File: config.mk
export PLATFORM = sky130hd
export DESIGN_NAME = mem_access_unit
export DESIGN_NICKNAME = d
export VERILOG_FILES = /design/src/rtl/mem_access_unit.sv
export SDC_FILE = /design/constraint.sdc
export NUM_CORES = 1
export LEC_CHECK = 0
export ABC_AREA = 1
export BUFFER_PORTS_ARGS = -buffer_cell sky130_fd_sc_hd__buf_2
export CORE_MARGIN = 5
export CORE_UTILIZATION = 51
export DETAILED_ROUTE_END_ITERATION = 16
export GPL_TIMING_DRIVEN = 0
export PLACE_DENSITY = 0.88
export SLEW_MARGIN = 10
export SYNTH_ARGS = -nofsm -noshare
export SYNTH_HDL_FRONTEND = slang
export SYNTH_SLANG_ARGS = --single-unit
export TNS_END_PERCENT = 1
File: constraint.sdc
create_clock -name clk -period 2.58 [get_ports clk]
set_input_delay 0 -clock clk [delete_from_list [all_inputs] [get_ports clk]]
set_output_delay 0 -clock clk [all_outputs]
set_load 0.01 [all_outputs]
File: src/rtl/mem_access_unit.sv
// Load/store initiator for the data port of the dual-port memory.
// Accepts one request at a time, optionally splits misaligned accesses into bytes, and returns a one-cycle response.
module mem_access_unit #(
   parameter int ADDR_WIDTH       = 32,
   parameter int DATA_WIDTH       = 32,
   parameter int MEM_SIZE         = 2097152,
   parameter bit SPLIT_MISALIGNED = 1'b1
) (
   input  logic                  clk,
   input  logic                  rst_n,
   input  logic                  req_valid,
   output logic                  req_ready,
   input  logic [ADDR_WIDTH-1:0] req_addr,
   input  logic [DATA_WIDTH-1:0] req_wdata,
   input  logic                  req_we,
   input  logic [2:0]            req_funct3,
   output logic                  rsp_valid,
   output logic [DATA_WIDTH-1:0] rsp_rdata,
   output logic                  rsp_fault,
   output logic [ADDR_WIDTH-1:0] mem_addr,
   output logic [DATA_WIDTH-1:0] mem_wdata,
   output logic                  mem_we,
   output logic [3:0]            mem_be,
   output logic                  mem_re,
   output logic [2:0]            mem_load_type,
   input  logic [DATA_WIDTH-1:0] mem_rdata
);

   localparam int AW1 = ADDR_WIDTH + 1;

   typedef enum logic [1:0] {S_IDLE, S_ACCESS, S_SPLIT} state_e;

   state_e                state_q, state_d;
   logic [ADDR_WIDTH-1:0] addr_q, addr_d;
   logic [DATA_WIDTH-1:0] wdata_q, wdata_d;
   logic                  we_q, we_d;
   logic [2:0]            funct3_q, funct3_d;
   logic                  fault_q, fault_d;
   logic [1:0]            idx_q, idx_d;
   logic [DATA_WIDTH-1:0] asm_q, asm_d;
   logic                  rsp_valid_q, rsp_valid_d;
   logic [DATA_WIDTH-1:0] rsp_rdata_q, rsp_rdata_d;
   logic                  rsp_fault_q, rsp_fault_d;

   // Request classification, evaluated only in the acceptance cycle.
   logic [2:0]     req_size;
   logic [AW1-1:0] req_last;
   logic           req_fault;
   logic           req_misaligned;
   logic [1:0]     last_idx;

   always_comb begin
      case (req_funct3[1:0])
         2'b00:   req_size = 3'd1;
         2'b01:   req_size = 3'd2;
         default: req_size = 3'd4;
      endcase
   end

   // Last byte computed one bit wider than the address so a top-of-space access cannot wrap.
   assign req_last  = {1'b0, req_addr} + AW1'(req_size) - AW1'(1);
   assign req_fault = (req_funct3 == 3'b011) || (req_funct3 == 3'b110) || (req_funct3 == 3'b111) ||
                      (req_we && req_funct3[2]) || (req_last >= AW1'(MEM_SIZE));
   assign req_misaligned = ((req_funct3[1:0] == 2'b01) && req_addr[0]) ||
                           ((req_funct3[1:0] == 2'b10) && (req_addr[1:0] != 2'b00));
   assign last_idx  = (funct3_q[1:0] == 2'b01) ? 2'd1 : 2'd3;
   assign req_ready = (state_q == S_IDLE);

   always_comb begin
      // NOTE: every next-state value and output gets a default first, so no branch can infer a latch.
      state_d       = state_q;
      addr_d        = addr_q;
      wdata_d       = wdata_q;
      we_d          = we_q;
      funct3_d      = funct3_q;
      fault_d       = fault_q;
      idx_d         = idx_q;
      asm_d         = asm_q;
      rsp_valid_d   = 1'b0;
      rsp_rdata_d   = rsp_rdata_q;
      rsp_fault_d   = rsp_fault_q;
      mem_addr      = '0;
      mem_wdata     = '0;
      mem_we        = 1'b0;
      mem_be        = 4'b0000;
      mem_re        = 1'b0;
      mem_load_type = 3'b000;

      case (state_q)
         S_IDLE: begin
            if (req_valid) begin
               addr_d   = req_addr;
               wdata_d  = req_wdata;
               we_d     = req_we;
               funct3_d = req_funct3;
               idx_d    = 2'd0;
               fault_d  = req_fault;
               state_d  = (!req_fault && req_misaligned && SPLIT_MISALIGNED) ? S_SPLIT : S_ACCESS;
            end
         end

         S_ACCESS: begin
            if (!fault_q) begin
               mem_addr = addr_q;
               mem_re   = !we_q;
               mem_we   = we_q;
               if (we_q) begin
                  mem_wdata = wdata_q;
                  case (funct3_q[1:0])
                     2'b00:   mem_be = 4'b0001;
                     2'b01:   mem_be = 4'b0011;
                     default: mem_be = 4'b1111;
                  endcase
               end else begin
                  mem_load_type = funct3_q;
               end
            end
            rsp_valid_d = 1'b1;
            rsp_fault_d = fault_q;
            rsp_rdata_d = (fault_q || we_q) ? '0 : mem_rdata;
            state_d     = S_IDLE;
         end

         S_SPLIT: begin
            mem_addr = addr_q + ADDR_WIDTH'(idx_q);
            mem_be   = 4'b0001;
            if (we_q) begin
               mem_we    = 1'b1;
               mem_wdata = {{(DATA_WIDTH-8){1'b0}}, wdata_q[{idx_q, 3'b000} +: 8]};
            end else begin
               mem_re        = 1'b1;
               mem_load_type = 3'b100;
               asm_d[{idx_q, 3'b000} +: 8] = mem_rdata[7:0];
            end
            if (idx_q == last_idx) begin
               state_d     = S_IDLE;
               rsp_valid_d = 1'b1;
               rsp_fault_d = 1'b0;
               if (we_q)
                  rsp_rdata_d = '0;
               else if (funct3_q[1:0] == 2'b01)
                  rsp_rdata_d = {{(DATA_WIDTH-16){asm_d[15] & ~funct3_q[2]}}, asm_d[15:0]};
               else
                  rsp_rdata_d = asm_d;
            end else begin
               idx_d = idx_q + 2'd1;
            end
         end

         default: state_d = S_IDLE;
      endcase
   end

   always_ff @(posedge clk or negedge rst_n) begin
      if (!rst_n) begin
         state_q     <= S_IDLE;
         addr_q      <= '0;
         wdata_q     <= '0;
         we_q        <= 1'b0;
         funct3_q    <= 3'b000;
         fault_q     <= 1'b0;
         idx_q       <= 2'd0;
         asm_q       <= '0;
         rsp_valid_q <= 1'b0;
         rsp_rdata_q <= '0;
         rsp_fault_q <= 1'b0;
      end else begin
         // NOTE: non-blocking assignments so every register samples the pre-edge values.
         state_q     <= state_d;
         addr_q      <= addr_d;
         wdata_q     <= wdata_d;
         we_q        <= we_d;
         funct3_q    <= funct3_d;
         fault_q     <= fault_d;
         idx_q       <= idx_d;
         asm_q       <= asm_d;
         rsp_valid_q <= rsp_valid_d;
         rsp_rdata_q <= rsp_rdata_d;
         rsp_fault_q <= rsp_fault_d;
      end
   end

   assign rsp_valid = rsp_valid_q;
   assign rsp_rdata = rsp_rdata_q;
   assign rsp_fault = rsp_fault_q;

endmodule

== After elaboration in Yosys (flattened, before gate mapping) ==
Cells that the tools add are included.
Storage, ports and cells
  flip-flop bits (word level): 139
  bits in latches: 0
  RAM bits: 0
  ROM bits: 0
  input port bits: 103
  output and inout port bits: 108
  word-level logic and storage cells: 97
  memories: 0
Operators by class
  add/subtract/negate cells: 5
  $mul: 0
  div/mod/pow operators: 0
  magnitude comparators: 1
  equal/unequal tests: 12
  shift-type cells: 3
  mux-type cells: 41
  bitwise gates (word level): 2
  reduce and logical (&&, ||, !) cells: 22
Operator list (count)
  $mux W32: 9
  $pmux W32 S2: 3
  $add A32 B3 Y33: 1
  $ge A33 B22 Y1 const B: 1
  $sub A33 B1 Y33 const B: 1
  $add A32 B2 Y32: 1
  $bwmux W32: 1
  $shift A8 B7 Y32 const A: 1
  $shiftx A32 B6 Y8: 1
  $shiftx A8 B7 Y32: 1
  $pmux W4 S2: 2
  $mux W2: 6
  $pmux W3 S2: 2
  $mux W3: 3
  $mux W4: 2
  $mux W8: 1
  $pmux W1 S2: 4
  $pmux W2 S2: 2
  $neg A5 Y7: 1
  $eq A2 B1 Y1 const B: 3
  $eq A3 B3 Y1 const B: 2
  $logic_not A2 Y1: 3
  $logic_or A1 B1 Y1: 6
  $mux W1: 6
  other kinds (12): 23

== Logic depth before layout (Yosys ltp) ==
Gate-level depths: netlist of the first run.
  depth after elaboration: 11
  mapped depth: 22
  mapped depth without buffers: 22

== Least setup slack after synthesis of the first run ==
No wires, ideal clock.
  kind: register -> register
  start: reg idx_q[0]
  end: reg rsp_rdata_q[22], in the netlist rsp_rdata[22]
  setup time: 0.078 ns
  arrival: 2.376 ns
  data required time: 2.502 ns
  setup slack: 0.126 ns
  stages on the path, launching flop included: 16
  path buffers: 3
  clock period less this slack: 2.454 ns
  path through: dfrtp_1 > buf_2 > clkinv_1 > clkbuf_1 > ha_1 > inv_1 > nor2_1 > nand2_4 > o22ai_2 > inv_1 > o21ai_2 > nand2_2 > buf_6 > nor2_1 > a21oi_1 > a21oi_1
Between the ends
  longest elaborated chain between the ends: 10
  elaborated cells between the ends (all ways): 14
  classes of those cells: 1 x add/sub; 2 x eq/ne; 2 x shift; 7 x mux; 1 x bitwise; 1 x reduce/logical
RTL lines
  start: declaration: line 39  | logic [1:0] idx_q, idx_d;
  start signal: assignment: line 175  | idx_q <= idx_d;
  $neg A5 Y7: line 133  | asm_d[{idx_q, 3'b000} +: 8] = mem_rdata[7:0];
  $shiftx A8 B7 Y32 or $shift A8 B7 Y32 (tied branches): line 133
  $bwmux W32: line 133
  $mux W32: line 127  | if (we_q) begin
  $mux W32: line 89  | case (state_q)
  $and A1 B1 Y1: line 142  | rsp_rdata_d = {{(DATA_WIDTH-16){asm_d[15] & ~funct3_q[2]}}, asm_d[15:0]};
  $mux W32: line 141  | else if (funct3_q[1:0] == 2'b01)
  $mux W32: line 139  | if (we_q)
  $mux W32: line 135  | if (idx_q == last_idx) begin
  $pmux W32 S2: line 89
  end signal: assignment: line 178  | rsp_rdata_q <= rsp_rdata_d;
  end: declaration: line 42  | logic [DATA_WIDTH-1:0] rsp_rdata_q, rsp_rdata_d;
Parallel ways exist; a longest one is shown, timed or not. The select of a mux whose other input is x is not followed.
A chain may end at the register's enable or synchronous reset.

== Final worst setup path of the first run ==
  start: reg idx_q[0]
  end: out mem_addr[30]
Between the ends
  longest elaborated chain between the ends: 2
RTL lines
  $add A32 B2 Y32: line 125  | mem_addr = addr_q + ADDR_WIDTH'(idx_q);
  $pmux W32 S2: line 89
  end: declaration: line 20  | output logic [ADDR_WIDTH-1:0] mem_addr,
Every way passes these cells.

==> flow_results.org, run 1 <==
** Status
- Status :: complete, but fails checks
- The final reports fail on negative setup slack.

** Clocking
- After clock tree synthesis, the clock-pin slew on the worst setup and hold paths is 60 ps.
- Clock tree synthesis found a total of 139 sinks.
- The H-tree generated during clock tree synthesis spans 4 levels.
- Cell at the root of the clock tree :: clkbuf_16
- No sink is reached through more buffers than the 2 on the longest clock path.
- The later pin in the worst-skew pair is clocked with a latency of 440 ps.
- Clock tree from TritonCTS :: built
- Inserted Clock Buffers :: 17

** Setup path
- In this run the worst path has a maximum fanout of 5.
- The most critical setup path has its startpoint at idx_q[0].
- Dominant delay contributor by cell family on the critical path :: simple AND/OR/NAND/NOR gates
- The worst setup path is of the reg -> out kind.
- STA classifies the critical path startpoint as a register.
- Sequence of cells on the critical path :: ha_2 -> fa_2 -> nand3_4 -> nor2_4 -> nand2_1 -> nor2_1 -> nand2_1 -> nor3_4 -> nand3_1 -> xor2_1 -> o22ai_2 -> buf_2
- The slowest stage of the critical path is the dfrtp_1 cell.
- Launch instance of the worst register-to-register path :: idx_q[1]
- Required time at the worst-slack endpoint :: 2580 ps
- STA classifies the critical path endpoint as an output port.
- Most frequent cell on the critical path :: nand2_1
- Data on the critical path arrives at its endpoint at 2720 ps.
- The number of buffers and inverters on the critical path is 1.
- Slowest stage delay, CP :: 380 ps

** Global route
- Summed over all layers, the global routing overflow is 0.
- The via count of the first global-routing pass was 12129.
- Global routing consumed, over all layers together, 31.3% of the routing resources.
- Entering global routing, the biggest net connects 93 pins.
- The initial antenna violation count came to 0.
- Global-route wire length before repair :: 59500 um

** Min path
- Worst hold path type :: in -> reg
- In this run the most critical hold path is launched from mem_rdata[2].

** Synth
- In this run, synthesis produced a sequential element count of 139.
- Prevailing post-synth register cell :: dfrtp_1
- Yosys mapped the design onto 47 distinct sky130hd cell types.
- Share of synthesized flip-flops with an asynchronous set or reset :: 100%
- Post-Syn Instances :: 1571
- The Yosys step of the flow raised 0 warnings.
- In this run the cell area of the synthesized design comes to 10300 um2.
- The biggest area contributor in the post-synthesis netlist is dfrtp_1.
- Each instance of the synthesized netlist takes up on average 6.57 um2.
- Net Count, Synth :: 1720
- Ranked by total cell area, the synthesized netlist is headed by dfrtp_1, nand2_1, inv_1, nor2_1, a21oi_1.
- Share of Yosys cell area claimed by the top area cell type :: 33.7%
- Sequential share of the synthesized area :: 33.7%
- Number of enable-type register cells in the synthesized netlist :: 0
- Cell with the most instances after synthesis :: nand2_1
- Top cells by instance count after synthesis :: nand2_1, inv_1, nor2_1

** Timing
- For the final routed database, the setup TNS stands at -1550 ps.
- In the finished design, the share of the clock period the worst path needs comes to 106%.
- Across all setup checks in the final design, the least slack found is -142 ps.
- The routed design could run at a clock period as short as 2720 ps.
- Max Clk Rate :: 367 MHz
- Least-Margin Pin Slew :: 646 ps
- Setup violations remaining at the end of the flow were counted as 24.
- Between clock sinks in the finished design, the worst skew comes to 12.3 ps.
- The count of pins over their slew limit was 0.
- Setup repair after global routing could not meet its margin everywhere.
- Relative slew slack :: 56.9%
- The number of hold-slack violations in the final timing report came to 0.

** Place
- Summed over all nets, the half-perimeter wirelength after detailed placement is 27300 um.
- Once placement completed, the tool counted placed cells totaling 2052.
- Buffers on Ports :: 210
- Routability-driven placement finished with a final weighted congestion of 0.961.

** Die
- The die is 152 um tall.
- Starting density of the core :: 51.3%
- Area of the placeable core :: 20100 um2
- DIE WIDTH :: 152 um
- The floorplan has 52 rows.
- The floorplan step defined a die boundary enclosing 23200 um2.
- 211 I/O pins were placed.

** Detailed routing
- Detailed-route wire length per cell :: 17.1 um
- Dividing the detail-routed via count by the number of cells gives 5.54.
- The detailed router finished its first iteration with 1124 violations.
- The routed design has 37800 um of wire.
- Detailed routing inserted a total of 12200 vias.
- After detailed routing, the number of remaining DRC violations is 0.
- The detail route stage leaves a number of antenna-violating nets equal to 0.
- Number of optimization iterations in the first detailed-route pass :: 6

** Finish
- Final net count :: 2069
- Multi-input gate area :: 5710 um2
- Ratio of cells with drive above 1 in the final layout :: 19.1%
- Sequential cell area :: 3480 um2
- 0 antenna diodes ended up in the layout.
- Area growth, synth to finish :: 32.9%
- Fill cells in the final layout number 1621.
- Non-filler cells, final :: 2203

** Pwr
- Dividing total power by cell area gives a power density of 575 nW/um2.
- VDD IR-drop max :: 0.000376 V
- Static leakage :: 7.40 nW

** Job
- Max-cap violations in this run came to 0.
==> state kept, by name, indices dropped and copies added (netlist names) <==
register   count
addr_q        32
rsp_rdata     32
funct3_q       3
idx_q          2
asm_q         32
rsp_fault      1
state_q        2
fault_q        1
we_q           1
wdata_q       32
rsp_valid      1
==> stage by stage <==
stage | utilization [%] | hold WS [ps] | instance area, um2 | setup slack [ps] | power, mW
global route | 68.2 | 10.2 | 13700 | -306 | 8.26
CTS | 67.1 | 4.76 | 13500 | -144 | 7.74
detailed placement | 58.4 | -28.7 | 11700 | -470 | 5.06
floorplan | - | -296 | 10300 | 126 | 4.22
finish | 68.2 | 29.0 | 13700 | -142 | 7.88
global placement | 58.2 | 245 | 11700 | -412 | 4.98
==> layer usage <==
layer | vias to the layer above | track usage (%) | part of all wire (%)
met3 | 206 | 5.68 | 8.5
li1 | 5699 | - | -
met4 | 0 | 17.7 | 6.4
met2 | 681 | 54.1 | 48
met1 | 5614 | 36.6 | 37
met5 | - | 0 | 0
==> cell usage in the layout (no fill, tap or decap), types with 4 or more instances in the layout <==
cell type / n
nor2_1: 181
or2_2: 4
buf_2: 218
nor3_4: 4
nor2_2: 15
a31o_2: 8
o21ai_0: 101
inv_6: 5
clkbuf_16: 17
inv_1: 272
nand2_1: 404
a22oi_1: 15
nand3_2: 5
nand3_1: 46
buf_6: 7
o22ai_1: 42
nand4_1: 19
ha_1: 40
xor2_1: 15
buf_4: 22
nand2_2: 10
nor3_1: 18
inv_8: 4
mux2_2: 8
dfrtp_1: 137
dlygate4sd3_1: 100
a21oi_1: 123
clkbuf_1: 29
==> worst min-delay path: stages <==
cell     delay [ps]
buf_2           130
a22oi_1         100
a21oi_1         170
==> power by group <==
part           internal [mW]  total [mW]  switching, mW
Combinational          0.899        2.42           1.52
Sequential              2.57        2.91          0.340
Clock                   1.47        2.55           1.08
Total                   4.93        7.88           2.94
==> worst paths after layout <==
kind	to	slack, ps	depth (start not counted)
min in group asynchronous	rsp_rdata[6]	70	2
worst min-delay path	rsp_rdata[2]	30	3
worst max-delay path	mem_addr[30]	-140	12
worst max register to register	rsp_rdata[22]	10	15
worst min register to register	addr_q[25]	520	2
max in group asynchronous	idx_q[1]	1670	3
==> what timing repair did <==
action / 4_1_cts / 5_1_grt
pin swaps: 7 / 14
setup buffers: 6 / 13
cloned: 0 / 0
endpoints found under the setup margin: 98 / 88
endpoints found under the hold margin: 146 / 0
hold buffers: 100 / 0
gates resized for setup: 32 / 29
==> cell families (layout without fill, tap and decap cells) <==
family                   after synthesis  in the layout  share of synthesized area [%]
flip-flops                           139            139                           33.7
AO/OA/AOI/OAI                        307            307                           16.6
multiplexers                           8              8                          0.873
buffers and inverters                332            694                           12.6
AND/OR/NAND/NOR                      723            723                           29.1
XOR/XNOR                              16             16                           1.36
adder cells (fa/ha/maj)               46             46                           5.72
==> cell type report <==
| class | instances | area share [%] |
|---|---|---|
| plain buffers | 53 | 2.07 |
| inverters | 279 | 7.71 |
| clock buffers | 18 | 3.13 |
| flip-flops and latches | 139 | 25.4 |
| well taps | 270 | 2.46 |
| multi-input cells | 1100 | 41.7 |
| clock inverters | 14 | 1.27 |
| repair buffers | 330 | 16.3 |
No activity file was read; power rests on OpenSTA's default activity.
==> inputs of run 2 (changes only) <==
--- a/config.mk
+++ b/config.mk
@@ -5,13 +5,14 @@
 export SDC_FILE = /design/constraint.sdc
 export NUM_CORES = 1
 export LEC_CHECK = 0
-export ABC_AREA = 1
 export BUFFER_PORTS_ARGS = -buffer_cell sky130_fd_sc_hd__buf_2
 export CORE_MARGIN = 5
-export CORE_UTILIZATION = 51
+export CORE_UTILIZATION = 50
 export DETAILED_ROUTE_END_ITERATION = 16
+export GPL_ROUTABILITY_DRIVEN = 0
 export GPL_TIMING_DRIVEN = 0
 export PLACE_DENSITY = 0.88
+export SKIP_LAST_GASP = 1
 export SLEW_MARGIN = 10
 export SYNTH_ARGS = -nofsm -noshare
 export SYNTH_HDL_FRONTEND = slang
==> run 2 against run 1 <==
Net effect: the run still ends with negative setup slack left; hold slack gained 33 ps; final cell count shrank 28%; non-clock buffer count is 5 lower; utilization decreased by 0.46 points; design area decreased by 12%; die area shrank 10%; critical path depth shrank 1; setup slack worse by 140 ps; combinational power is 43% lower.
==> flow_results.org, run 2 <==
** Min path
- Worst hold path type :: in -> async (was in -> reg)

** Timing
- The post-route clock skew came to 11.2 ps (was 12.3 ps).
- Count of final setup violators :: 78 (was 24)
- Unrepaired setup endpoints after global routing :: yes (unchanged)
- Final TNS setup :: -8450 ps (was -1550 ps)
- The highest clock frequency the design can meet is 350 MHz (was 367 MHz).
- The fraction of the cycle the final worst path needs came to 111% (was 106%).
- Crit path setup slack, layout :: -280 ps (was -142 ps)
- Endpoints failing hold :: 0 (unchanged)
- Relative slew slack :: 40.8% (was 56.9%)
- The final period demand of the worst path was 2860 ps (was 2720 ps).
- The slew of the pin with the lowest slew margin came to 881 ps (was 646 ps).
- The count of pins over their slew limit came to 0 (unchanged).

** Global route
- The pin count of the biggest net entering global routing came to 94 (was 93).
- Gr ovfl total :: 0 (unchanged)
- Via count of the first global-routing pass :: 9518 (was 12129)
- The total track usage is 28.8% (was 31.3%).
- Initial antenna violation count :: 0 (unchanged)
- The global-route wire length before repair was 47400 um (was 59500 um).

** Status
- Violations in the final reports: negative setup slack (unchanged).
- Status: complete, but fails checks (unchanged).

** Place
- HPWL reported at the end of detailed placement :: 20700 um (was 27300 um)
- Buffers on Ports :: 203 (was 210)

** Finish
- The most common cell after layout, fill and taps aside is buf_2 (was nand2_1).
- End-of-flow core utilization :: 67.7% (was 68.2%)
- Ratio of cells with drive above 1 in the final layout :: 25.6% (was 19.1%)
- Area growth, synth to finish :: 34.1% (was 32.9%)
- Top library cells by usage in the layout, fill and taps aside :: buf_2, dfrtp_1, nand2_1 (was nand2_1, inv_1, buf_2)
- Final net count :: 1493 (was 2069)

** Clocking
- Clock tree from TritonCTS :: built (unchanged)
- The clock insertion delay at the later pin of the skew report came to 440 ps (about the same).
- The maximum clock path buffer count is 2 (unchanged).
- The count of clock tree sinks came to 139 (unchanged).
- The total CTS buffers is 17 (unchanged).
- The cell at the root of the clock tree was clkbuf_16 (unchanged).
- The count of H-tree levels built during CTS was 4 (unchanged).
- The clock input transition at the sequential cells of the worst setup and hold paths was 60 ps (about the same).

** Detailed routing
- Initial DRC count :: 1198 (was 1124)
- Number of optimization iterations in the first detailed-route pass :: 8 (was 6)
- The detailed-route via count came to 9610 (was 12200).
- Final antenna-violating net count :: 0 (unchanged)
- The routed length per placed instance came to 19.2 um (was 17.1 um).
- Routed vias/inst :: 6.06 (was 5.54)
- The DRC violation count after routing came to 0 (unchanged).
- Routed WL :: 30500 um (was 37800 um)

** Synth
- The netlist area before placement is 9040 um2 (was 10300 um2).
- The synthesis warning total is 0 (unchanged).
- Post-Syn Area per Cell :: 8.91 um2 (was 6.57 um2)
- Net Count, Synth :: 1163 (was 1720)
- The most repeated cell in the gate-level netlist after synthesis was dfrtp_1 (was nand2_1).
- The number of synthesized flops with an enable pin came to 0 (unchanged).
- Top cells by instance count after synthesis :: dfrtp_1, nand2_1, o21ai_0 (was nand2_1, inv_1, nor2_1)
- The post-synthesis cell type with the largest combined area was dfrtp_1 (unchanged).
- Sequential share of the synthesized area :: 38.5% (was 33.7%)
- The number of distinct standard cells referenced by the synthesized netlist came to 69 (was 47).
- The dominant synthesized flop cell is dfrtp_1 (unchanged).
- The gate count of the mapped netlist came to 1014 (was 1571).
- The fraction of registers with async set/reset was 100% (unchanged).
- Flop and latch count out of synthesis :: 139 (unchanged)
- Cell types occupying the most area after synthesis :: dfrtp_1, o21ai_0, ha_1, nand2_1, mux2_2 (was dfrtp_1, nand2_1, inv_1, nor2_1, a21oi_1)
- Share of Yosys cell area claimed by the top area cell type :: 38.5% (was 33.7%)

** Pwr
- VDD IR-drop max :: 0.000469 V (was 0.000376 V)
- Static leakage :: 5.74 nW (was 7.40 nW)
- Power density cells :: 544 nW/um2 (was 575 nW/um2)

** Setup path
- The highest fanout seen on the critical path came to 8 (was 5).
- Type of element capturing the critical path :: output port (unchanged)
- Sequence of cells on the critical path: ha_1 -> a21o_1 -> nor3b_4 -> nand4_1 -> nor3_2 -> nand3_2 -> nor2_4 -> a31oi_1 -> o21ai_1 -> o21ai_2 -> buf_2 (was ha_2 -> fa_2 -> nand3_4 -> nor2_4 -> nand2_1 -> nor2_1 -> nand2_1 -> nor3_4 -> nand3_1 -> xor2_1 -> o22ai_2 -> buf_2).
- The arrival time reported for the critical path endpoint is 2860 ps (was 2720 ps).
- The startpoint of the most critical setup path is idx_q[1] (was idx_q[0]).
- Kind of critical path :: reg -> out (unchanged)
- Launch instance of the worst register-to-register path :: idx_q[1] (unchanged)
- Kind of start point of the critical path :: register (unchanged)
- The largest incremental delay on the critical path is 450 ps (was 380 ps).
- Dominant delay contributor by cell family on the critical path :: simple AND/OR/NAND/NOR gates (unchanged)
- Worst path buffer plus inverter count :: 1 (unchanged)
- Required time at the worst-slack endpoint :: 2580 ps (about the same)
- Slowest cell on the critical path :: dfrtp_2 (was dfrtp_1)

** Die
- Starting density of the core :: 50.5% (was 51.3%)
- Floorplan die area :: 20900 um2 (was 23200 um2)
- The horizontal extent of the die was 144 um (was 152 um).
- The placeable core region was 17900 um2 (was 20100 um2).
- Row cnt :: 49 (was 52)
- The I/O pin count came to 211 (unchanged).
- The overall die height was 144 um (was 152 um).

** Job
- The number of maximum-capacitance violations was 0 (unchanged).
-- run 2: cell types whose count changed after synthesis, sizes merged, moves of 14 or more --
cell | previous run | this run
a21oi | 124 | 49
a221o | 0 | 18
a22o | 2 | 33
a22oi | 15 | 37
and2 | 3 | 36
inv | 276 | 50
mux2 | 8 | 36
nand2 | 417 | 135
nand3 | 53 | 24
nor2 | 199 | 52
nor2b | 0 | 14
nor3 | 25 | 8
o21ai | 104 | 131
o22ai | 45 | 1
-- run 2: cells by family after synthesis --
kind of cell	synth area share [%]
AOI/OAI and AO/OA	23.4
muxes	6.81
DFF	38.5
adders and majority gates	6.53
xor gates and xnor gates	1.16
buffers and inverters	5.32
and+or+nand+nor	18.3
-- run 2: routing by layer --
layer	GRT usage, %	wire length (um)	share of wire [%]
met4	16.3	1490	4.9
met3	4.66	2780	9.1
met1	35.1	11200	37
met5	0	0	0
met2	48.4	15000	49
-- run 2: layout make-up --
cell class | instances | area [um2]
diodes | 1 | 2.50
plain buffers | 67 | 308
clock buffers | 19 | 433
clock inverters | 13 | 168
fillers | 1336 | 5780
inverters | 50 | 188
multi-input cells | 758 | 5170
flip-flops and latches | 139 | 3480
well taps | 229 | 287
repair buffers | 311 | 2090
-- run 2: worst paths after layout --
check                          endpoint  slack, ps  cells past startpoint
setup / recovery           mem_addr[27]       -280                     11
hold / removal             rsp_rdata[9]         60                      2
setup reg to reg              asm_q[23]       -170                      8
hold reg to reg            rsp_rdata[4]        470                      2
max in group asynchronous    state_q[1]       1680                      3
min in group clk              asm_q[14]         60                      2
-- run 2: power by group --
part	leakage [nW]	total, mW	internal, mW	switching [mW]
logic	3.67	1.38	0.630	0.746
registers	1.79	2.72	2.42	0.292
clock network	0.288	2.50	1.53	0.974
total	5.74	6.59	4.58	2.01
-- run 2: stage by stage --
| stage | area, um2 | setup WS (ps) | power (mW) | hold WS, ps | instances |
|---|---|---|---|---|---|
| CTS | 12000 | -265 | 6.50 | 32.7 | 1584 |
| global placement | 10300 | -462 | 3.84 | 232 | 1446 |
| finish | 12100 | -280 | 6.59 | 62.3 | 1587 |
| floorplan | 9040 | -34.5 | 3.47 | -296 | 1014 |
| detailed placement | 10400 | -588 | 3.90 | -44.9 | 1447 |
| global route | 12100 | -407 | 6.87 | 64.4 | 1586 |
-- run 2: repair_timing --
| action | 4_1_cts | 5_1_grt |
|---|---|---|
| buffers inserted | 10 | 2 |
| gates cloned | 0 | 0 |
| pin swaps | 8 | 10 |
| gates resized for setup | 19 | 26 |
| setup endpoints to repair | 125 | 126 |
| endpoints found under the hold margin | 236 | 0 |
| hold buffers | 95 | 0 |
